$ cat config.mk
export PLATFORM = sky130hd
export DESIGN_NAME = pwm_gen_flat
export DESIGN_NICKNAME = d
export VERILOG_FILES = /design/src/rtl/pwm_gen_pkg.sv /design/src/rtl/pwm_gen_if.sv /design/src/rtl/pwm_gen_deadtime.sv /design/src/rtl/pwm_gen.sv /design/src/flat_wrapper.sv
export SDC_FILE = /design/constraint.sdc
export NUM_CORES = 1
export LEC_CHECK = 0
export ABC_AREA = 1
export CORE_MARGIN = 2
export CORE_UTILIZATION = 32
export CTS_BUF_LIST = sky130_fd_sc_hd__clkbuf_16
export DETAILED_ROUTE_END_ITERATION = 8
export PLACE_DENSITY = 0.59
export RECOVER_POWER = 100
export SLEW_MARGIN = 20
export SYNTH_ARGS = -nofsm -noshare
export SYNTH_HDL_FRONTEND = slang
export SYNTH_SLANG_ARGS = --single-unit
$ cat constraint.sdc
create_clock -name clk -period 1.49 [get_ports clk]
set_clock_uncertainty 0.1 [all_clocks]
set_input_delay 0.298 -clock clk [delete_from_list [all_inputs] [get_ports clk]]
set_output_delay 0.298 -clock clk [all_outputs]
set_load 0.005 [all_outputs]
$ cat src/rtl/pwm_gen_pkg.sv
// Shared types and defaults for the PWM generator: FSM state encoding,
// default widths and the "outputs live" state helper.
package pwm_gen_pkg;

    localparam int PWM_WIDTH    = 8;
    localparam int PWM_DT_WIDTH = 4;

    typedef enum logic [1:0] {
        ST_IDLE  = 2'd0,
        ST_ARM   = 2'd1,
        ST_RUN   = 2'd2,
        ST_DRAIN = 2'd3
    } pwm_state_e;

    // RUN and DRAIN both drive the comparator; IDLE/ARM hold outputs low.
    function automatic logic is_active(input pwm_state_e s);
        return (s == ST_RUN) || (s == ST_DRAIN);
    endfunction

endpackage

$ cat src/rtl/pwm_gen_if.sv
// Counter/duty/PWM signal bundle between the counter stage (master) and pwm_gen (slave).
interface pwm_gen_if import pwm_gen_pkg::*; #(
    parameter int WIDTH    = PWM_WIDTH,
    parameter int DT_WIDTH = PWM_DT_WIDTH
);
    logic [WIDTH-1:0]    count;
    logic                overflow;
    logic                en;
    logic                duty_valid;
    logic                duty_ready;
    logic [WIDTH-1:0]    duty_data;
    logic [DT_WIDTH-1:0] dt;
    logic                pwm_out;
    logic                pwm_out_n;
    logic                period_done;

    modport master (
        output count, overflow, en, duty_valid, duty_data, dt,
        input  duty_ready, pwm_out, pwm_out_n, period_done
    );

    modport slave (
        input  count, overflow, en, duty_valid, duty_data, dt,
        output duty_ready, pwm_out, pwm_out_n, period_done
    );
endinterface

$ cat src/rtl/pwm_gen_deadtime.sv
// Dead-time inserter: each output rises only once raw has held its level for
// more than dt cycles, and falls on the cycle raw changes.
module pwm_deadtime import pwm_gen_pkg::*; #(
    parameter int DT_WIDTH = PWM_DT_WIDTH
) (
    input  logic                clk,
    input  logic                rst_n,
    input  logic                i_raw,
    input  logic                i_run,
    input  logic [DT_WIDTH-1:0] i_dt,
    output logic                o_hi,
    output logic                o_lo
);
    localparam int CW = DT_WIDTH + 1;

    logic          r_prev;
    logic [CW-1:0] r_len;
    logic [CW-1:0] w_len;
    logic          w_settled;

    // Run length including this cycle; one extra bit so it can exceed dt max.
    always_comb begin
        w_len = r_len;
        if (i_raw != r_prev)
            w_len = CW'(1);
        else if (r_len != {CW{1'b1}})
            w_len = r_len + CW'(1);
    end

    assign w_settled = w_len > {1'b0, i_dt};

    always_ff @(posedge clk or negedge rst_n) begin
        if (!rst_n) begin
            r_prev <= 1'b0;
            r_len  <= '0;
            o_hi   <= 1'b0;
            o_lo   <= 1'b0;
        end else begin
            r_prev <= i_raw;
            r_len  <= w_len;
            o_hi   <= i_raw && w_settled;
            o_lo   <= i_run && !i_raw && w_settled;
        end
    end
endmodule

$ cat src/rtl/pwm_gen.sv
// PWM generator: compares the upstream count against a per-period duty.
// Dead-time insertion is built only when PWM_GEN_DEADTIME_EN is defined.
module pwm_gen import pwm_gen_pkg::*; #(
    parameter int WIDTH    = PWM_WIDTH,
    parameter int DT_WIDTH = PWM_DT_WIDTH
) (
    input logic     clk,
    input logic     rst_n,
    pwm_gen_if.slave bus
);
    pwm_state_e       r_state;
    logic             r_pdone;
    logic [WIDTH-1:0] r_duty_active;
    logic [WIDTH-1:0] r_pend_val;
    logic             r_pend;
    logic             w_run;
    logic             w_raw;

    assign w_run = is_active(r_state);
    assign w_raw = w_run && (bus.count < r_duty_active);

    always_ff @(posedge clk or negedge rst_n) begin
        if (!rst_n) begin
            r_state <= ST_IDLE;
            r_pdone <= 1'b0;
        end else begin
            r_pdone <= bus.overflow && w_run;
            case (r_state)
                ST_IDLE:  if (bus.en) r_state <= ST_ARM;
                ST_ARM:   if (!bus.en) r_state <= ST_IDLE;
                          else if (bus.overflow) r_state <= ST_RUN;
                ST_RUN:   if (!bus.en) r_state <= ST_DRAIN;
                // Re-enable wins over the wrap so a late en keeps the output gapless.
                ST_DRAIN: if (bus.en) r_state <= ST_RUN;
                          else if (bus.overflow) r_state <= ST_IDLE;
                default:  r_state <= ST_IDLE;
            endcase
        end
    end

    // Copy uses the flag as it stood before this edge, so a write landing on
    // the overflow cycle waits a full period.
    always_ff @(posedge clk or negedge rst_n) begin
        if (!rst_n) begin
            r_duty_active <= '0;
            r_pend_val    <= '0;
            r_pend        <= 1'b0;
        end else if (bus.overflow && r_pend) begin
            r_duty_active <= r_pend_val;
            r_pend        <= 1'b0;
        end else if (bus.duty_valid && !r_pend) begin
            r_pend_val <= bus.duty_data;
            r_pend     <= 1'b1;
        end
    end

    assign bus.duty_ready  = !r_pend;
    assign bus.period_done = r_pdone;

`ifdef PWM_GEN_DEADTIME_EN
    logic [DT_WIDTH-1:0] r_dt;
    logic                w_hi;
    logic                w_lo;

    always_ff @(posedge clk or negedge rst_n) begin
        if (!rst_n)
            r_dt <= '0;
        else if (bus.overflow)
            r_dt <= bus.dt;
    end

    pwm_deadtime #(.DT_WIDTH(DT_WIDTH)) u_deadtime (
        .clk   (clk),
        .rst_n (rst_n),
        .i_raw (w_raw),
        .i_run (w_run),
        .i_dt  (r_dt),
        .o_hi  (w_hi),
        .o_lo  (w_lo)
    );

    assign bus.pwm_out   = w_hi;
    assign bus.pwm_out_n = w_lo;
`else
    logic r_raw;
    logic r_outn;

    always_ff @(posedge clk or negedge rst_n) begin
        if (!rst_n) begin
            r_raw  <= 1'b0;
            r_outn <= 1'b0;
        end else begin
            r_raw  <= w_raw;
            r_outn <= w_run && !w_raw;
        end
    end

    assign bus.pwm_out   = r_raw;
    assign bus.pwm_out_n = r_outn;
`endif
endmodule

$ cat src/flat_wrapper.sv
// flat-port wrapper written by rule: the top's interface ports become plain ports
module pwm_gen_flat import pwm_gen_pkg::*;
#(
    parameter int WIDTH    = PWM_WIDTH,
    parameter int DT_WIDTH = PWM_DT_WIDTH
)
  (clk, rst_n, bus_count, bus_overflow, bus_en, bus_duty_valid, bus_duty_data, bus_dt, bus_duty_ready, bus_pwm_out, bus_pwm_out_n, bus_period_done);
  pwm_gen_if #(.WIDTH(WIDTH), .DT_WIDTH(DT_WIDTH)) bus_i ();
  input logic clk;
  input logic rst_n;
  input wire logic [$bits(bus_i.count)-1:0] bus_count;
  input wire logic [$bits(bus_i.overflow)-1:0] bus_overflow;
  input wire logic [$bits(bus_i.en)-1:0] bus_en;
  input wire logic [$bits(bus_i.duty_valid)-1:0] bus_duty_valid;
  input wire logic [$bits(bus_i.duty_data)-1:0] bus_duty_data;
  input wire logic [$bits(bus_i.dt)-1:0] bus_dt;
  output wire logic [$bits(bus_i.duty_ready)-1:0] bus_duty_ready;
  output wire logic [$bits(bus_i.pwm_out)-1:0] bus_pwm_out;
  output wire logic [$bits(bus_i.pwm_out_n)-1:0] bus_pwm_out_n;
  output wire logic [$bits(bus_i.period_done)-1:0] bus_period_done;
  assign bus_i.count = bus_count;
  assign bus_i.overflow = bus_overflow;
  assign bus_i.en = bus_en;
  assign bus_i.duty_valid = bus_duty_valid;
  assign bus_i.duty_data = bus_duty_data;
  assign bus_i.dt = bus_dt;
  assign bus_duty_ready = bus_i.duty_ready;
  assign bus_pwm_out = bus_i.pwm_out;
  assign bus_pwm_out_n = bus_i.pwm_out_n;
  assign bus_period_done = bus_i.period_done;
  pwm_gen #(.WIDTH(WIDTH), .DT_WIDTH(DT_WIDTH)) u_core (.clk(clk), .rst_n(rst_n), .bus(bus_i));
endmodule
# After elaboration in Yosys (flattened, before gate mapping)

Cells that the tools add are included.

Logic and storage cells: 37
Register bits after elaboration: 22
Input port bits: 25
Output and inout port bits: 4

Multiplexer cells: 9
Reduce and logical (&&, ||, !) cells: 12
Eq/ne operators: 7
Bitwise operators: 1
Magnitude comparators: 1

Operators by type and width:

| kind                 | count |
|---|---|
| $mux W2              | 6 |
| $lt A8 B8 Y1         | 1 |
| $pmux W2 S4          | 1 |
| $ne A3 B3 Y1 const B | 2 |
| $logic_and A1 B1 Y1  | 5 |
| $eq A2 B2 Y1 const B | 2 |
| $ne A2 B2 Y1 const B | 2 |
| $reduce_and A4 Y1    | 1 |
| $eq A2 B1 Y1 const B | 1 |
| $logic_not A1 Y1     | 2 |
| $logic_not A2 Y1     | 1 |
| $mux W1              | 2 |
| $reduce_and A2 Y1    | 1 |
| $reduce_bool A2 Y1   | 1 |
| $logic_or A1 B1 Y1   | 1 |
| $not A1 Y1           | 1 |

# Logic depth before layout (Yosys ltp)

Word-level depth: 5
Gate-level depth with buffers: 9
Depth with buffers taken out: 9

# Worst setup path before layout

OpenSTA, ideal clock, no wires.

Kind: flip-flop to flip-flop
Start point: reg u_core.r_duty_active[7]
End point: reg u_core.r_raw, in the netlist u_core.bus.pwm_out
Stages on the path, launching flop included: 7
Library setup time: 71 ps
Clock period less this slack: 1185 ps
Arrival time: 1014 ps
Required time: 1319 ps
Path slack: 305 ps
Path buffers: 0
Cell sequence: dfrtp_1 -> inv_1 -> ha_1 -> a21oi_1 -> o21a_1 -> nand2_1 -> nor2_1

Word-level cells in the longest chain between the ends: 2

RTL lines:

| what                     | line          | text |
|---|---|---|
| start: declaration       | pwm_gen.sv:13 | `logic [WIDTH-1:0] r_duty_active;` |
| start signal: assignment | pwm_gen.sv:49 | `r_duty_active <= r_pend_val;` |
| $lt A8 B8 Y1             | pwm_gen.sv:20 | `assign w_raw = w_run && (bus.count < r_duty_active);` |
| $logic_and A1 B1 Y1      | pwm_gen.sv:20 |  |
| named net u_core.w_raw   | pwm_gen.sv:17 | `logic w_raw;` |
| end signal: assignment   | pwm_gen.sv:93 | `r_raw <= w_raw;` |
| end: declaration         | pwm_gen.sv:85 | `logic r_raw;` |

The timed path passes the listed nets, and every way through them passes these cells.
A chain may end at the register's enable or synchronous reset.

# Worst setup path after layout

Start point: in bus_count[7]
End point: reg u_core.r_raw, in the netlist u_core.bus.pwm_out

Word-level cells in the longest chain between the ends: 2

RTL lines:

| what                   | line               | text |
|---|---|---|
| start: declaration     | flat_wrapper.sv:11 | `input wire logic [$bits(bus_i.count)-1:0] bus_count;` |
| $lt A8 B8 Y1           | pwm_gen.sv:20      |  |
| $logic_and A1 B1 Y1    | pwm_gen.sv:20      |  |
| named net u_core.w_raw | pwm_gen.sv:17      |  |

The timed path passes the listed nets, and every way through them passes these cells.

==> impl_metrics.json <==
{
  "hold_viol": 0,
  "routed_wirelength_um": 1700,
  "post_synth_instance_area_um2": 1040,
  "rsz0062_at_grt": "false",
  "relSlewSlack": 0.662,
  "clkTransAtPathRegs_ns": 0.05,
  "grt_pass1_vias": 701,
  "synthDistinctLibCells": 16,
  "status": "complete, no violations",
  "routed_via_density": 4.08,
  "crit_chain": "clkdlybuf4s50_1, ha_1, a21oi_2, o21a_1, nand2_1, nor2_1",
  "cts.path.max_buffers": 2,
  "synth_top_family_by_area": "compound AO/OA/AOI/OAI gates",
  "use_met2": 0.172,
  "final_cells": 185,
  "finalCriticalPeriod_ns": 1.38,
  "synthSimpleGateAreaFrac": 0.131,
  "whs_endpoint": "u_core.r_duty_active[2]",
  "fin_crit_sh": 0.929,
  "criticalPathCategory": "in -> reg",
  "row_count": 20,
  "area_growth_pct": 32.6,
  "grt_first_pass_wirelength_um": 2860,
  "hpwlAfterDp_um": 1320,
  "cp_max_fo": 2,
  "fillCellCount": 324,
  "crit_arrival_ns": 1.47,
  "grtUsageMet3": 0.0315,
  "synth_xor_area_frac": 0,
  "final_antenna_net_count": 0,
  "synth_top_area_frac": 0.527,
  "boundaryPins": 29,
  "ir_drop_mv": 0.731,
  "globalplace.congestion": 0.668,
  "crit_required_ns": 1.57,
  "top_usage_layer": "met2",
  "syn_area_per_cell_um2": 9.41,
  "synth-seq-cells": 22,
  "synth_fp_nets": 143,
  "drtPass1Iterations": 3,
  "yosysWarnings": 0,
  "num_vias": 755,
  "placedCellCount": 179,
  "clock-sinks": 22,
  "die-area_um2": 3740,
  "crit_path_start_kind": "input pin",
  "clk_latency_ns": 0.25,
  "groute.usage.overall": 0.105,
  "cts_root_buf": "clkbuf_16",
  "setup_viol": 0,
  "drive_gt1_frac": 0.0780,
  "nets": 174,
  "r2r_cells": 6,
  "yosys.area_share.adder": 0.0838,
  "n_antenna_cell": 0,
  "cp-startpoint": "bus_count[7]",
  "synthCells": 111,
  "max_stage_delay_ns": 0.40,
  "timing.hold.ws_ns": 0.382,
  "die_h_um": 61.1,
  "cts_hold_buffers": 0,
  "min_from": "u_core.r_duty_active[2]",
  "cts_buffers": 3,
  "leakagePower_nw": 0.696,
  "seq_area_frac_synth": 0.527,
  "cp-end-kind": "flop",
  "yosys-top-cells-area": "dfrtp_1 (53%), ha_1 (8.4%), inv_1 (7.5%)",
  "critPathSlowestCell": "clkdlybuf4s50_1",
  "min_delay_path_depth": 2,
  "powerDensity_nw_per_um2": 1380,
  "reg2reg_from": "u_core.r_duty_active[7]",
  "final_max_slew_viol_count": 0,
  "placement.io_buffers": 24,
  "wl_per_cell_um": 9.21,
  "drtIter0Drc": 12,
  "rrSetupSlack_ns": 0.18,
  "fp.coreArea_um2": 3080,
  "cts_tree": "built",
  "grt_max_degree": 23,
  "max_cap_viol_count": 0,
  "final_cell_mix": "inv_1 (22), dfrtp_1 (22), nand2_1 (21)",
  "drc": 0,
  "hold_path.class": "reg -> reg",
  "overflow": 0,
  "synth_top_area_cell": "dfrtp_1",
  "muxShareOfSynthArea": 0,
  "synth_compound_area_frac": 0.154,
  "cts_htree_levels": 1,
  "maxClockFrequency_mhz": 722,
  "reg2reg_to": "u_core.bus.pwm_out",
  "initial_core_util": 0.339,
  "max_slew.worst_pin.slew_ns": 0.507,
  "die_w_um": 61.1,
  "met1_usage": 0.125,
  "antenna_found_initial": 0
}
-- cell usage after synthesis --
| library cell | count |
|---|---|
| o21ai_2 | 8 |
| o21a_1 | 1 |
| a21oi_2 | 1 |
| dfrtp_1 | 22 |
| nor2_1 | 9 |
| buf_8 | 1 |
| inv_1 | 21 |
| nor2_2 | 1 |
| inv_2 | 1 |
| nand2_1 | 21 |
| ha_1 | 7 |
| a21oi_1 | 12 |
| nand2_2 | 1 |
| o21ai_0 | 3 |
| nand2_4 | 1 |
| buf_6 | 1 |
-- logic make-up (layout without fill, tap and decap cells) --
kind of cell	Yosys count	after routing
fa+ha+maj	7	7
flops	22	22
simple gates	33	33
buf+inv	24	54
compound gates	25	25
-- state kept, by name, indices dropped and copies added, names as in the netlist, named ones only --
name and count:
u_core.bus.period_done 1, u_core.bus.pwm_out 1, u_core.bus.pwm_out_n 1, u_core.r_duty_active 8
u_core.r_pend 1, u_core.r_pend_val 8, u_core.r_state 1
-- worst max path at each step --
stage	slack, ns	end
global placement	-0.13	u_core.bus.pwm_out
finish	0.11	u_core.bus.pwm_out
detailed placement	-0.17	u_core.bus.pwm_out
global route	0.009	u_core.bus.pwm_out
CTS	0.01	bus_pwm_out_n
floorplan	0.30	u_core.bus.pwm_out
-- routing by layer --
layer / part of all wire / up-vias / wire length [um]
met5: 0 / - / 0
met4: 0.016 / 0 / 27
met3: 0.042 / 2 / 72
met2: 0.49 / 15 / 829
met1: 0.45 / 334 / 774
li1: - / 404 / -
-- report_power, final --
group          internal [mW]  switching (mW)
registers              0.768          0.0673
logic                  0.254           0.273
clock network          0.357           0.187
-- worst max-delay path, delay by kind of cell --
| family | cells | cell delay, ns |
|---|---|---|
| fa+ha+maj | 1 | 0.32 |
| simple gates | 2 | 0.14 |
| buf+inv | 1 | 0.40 |
| compound gates | 2 | 0.30 |
-- what timing repair did --
action | in CTS | in global routing
setup buffers | 2 | 0
cloned | 0 | 0
resized for setup | 1 | 5
setup endpoints to repair | 1 | 4
pin swaps | 0 | 0
hold endpoints to repair | 0 | 0
-- final cells by class --
cell class / instances / area [um^2] / share of cell area
flip-flops and latches: 22 / 551 / 0.397
multi-input cells: 65 / 359 / 0.259
repair buffers: 28 / 259 / 0.187
inverters: 22 / 82.6 / 0.0596
clock buffers: 3 / 75.1 / 0.0542
well taps: 44 / 55.1 / 0.0397
clock inverters: 1 / 3.75 / 0.00271
-- per-stage QoR --
step | utilization | power (mW) | TNS (ns) | instance area [um^2] | setup slack, ns
final | 0.450 | 1.91 | 0 | 1390 | 0.105
after global routing | 0.450 | 2.07 | 0 | 1390 | 0.00946
after CTS | 0.462 | 1.98 | 0 | 1420 | 0.0145
after detailed placement | 0.432 | 1.42 | -0.333 | 1330 | -0.173
after global placement | 0.432 | 1.40 | -0.241 | 1330 | -0.129
after floorplan | - | 1.22 | 0 | 1040 | 0.305
(Power assumes the default switching activity.)
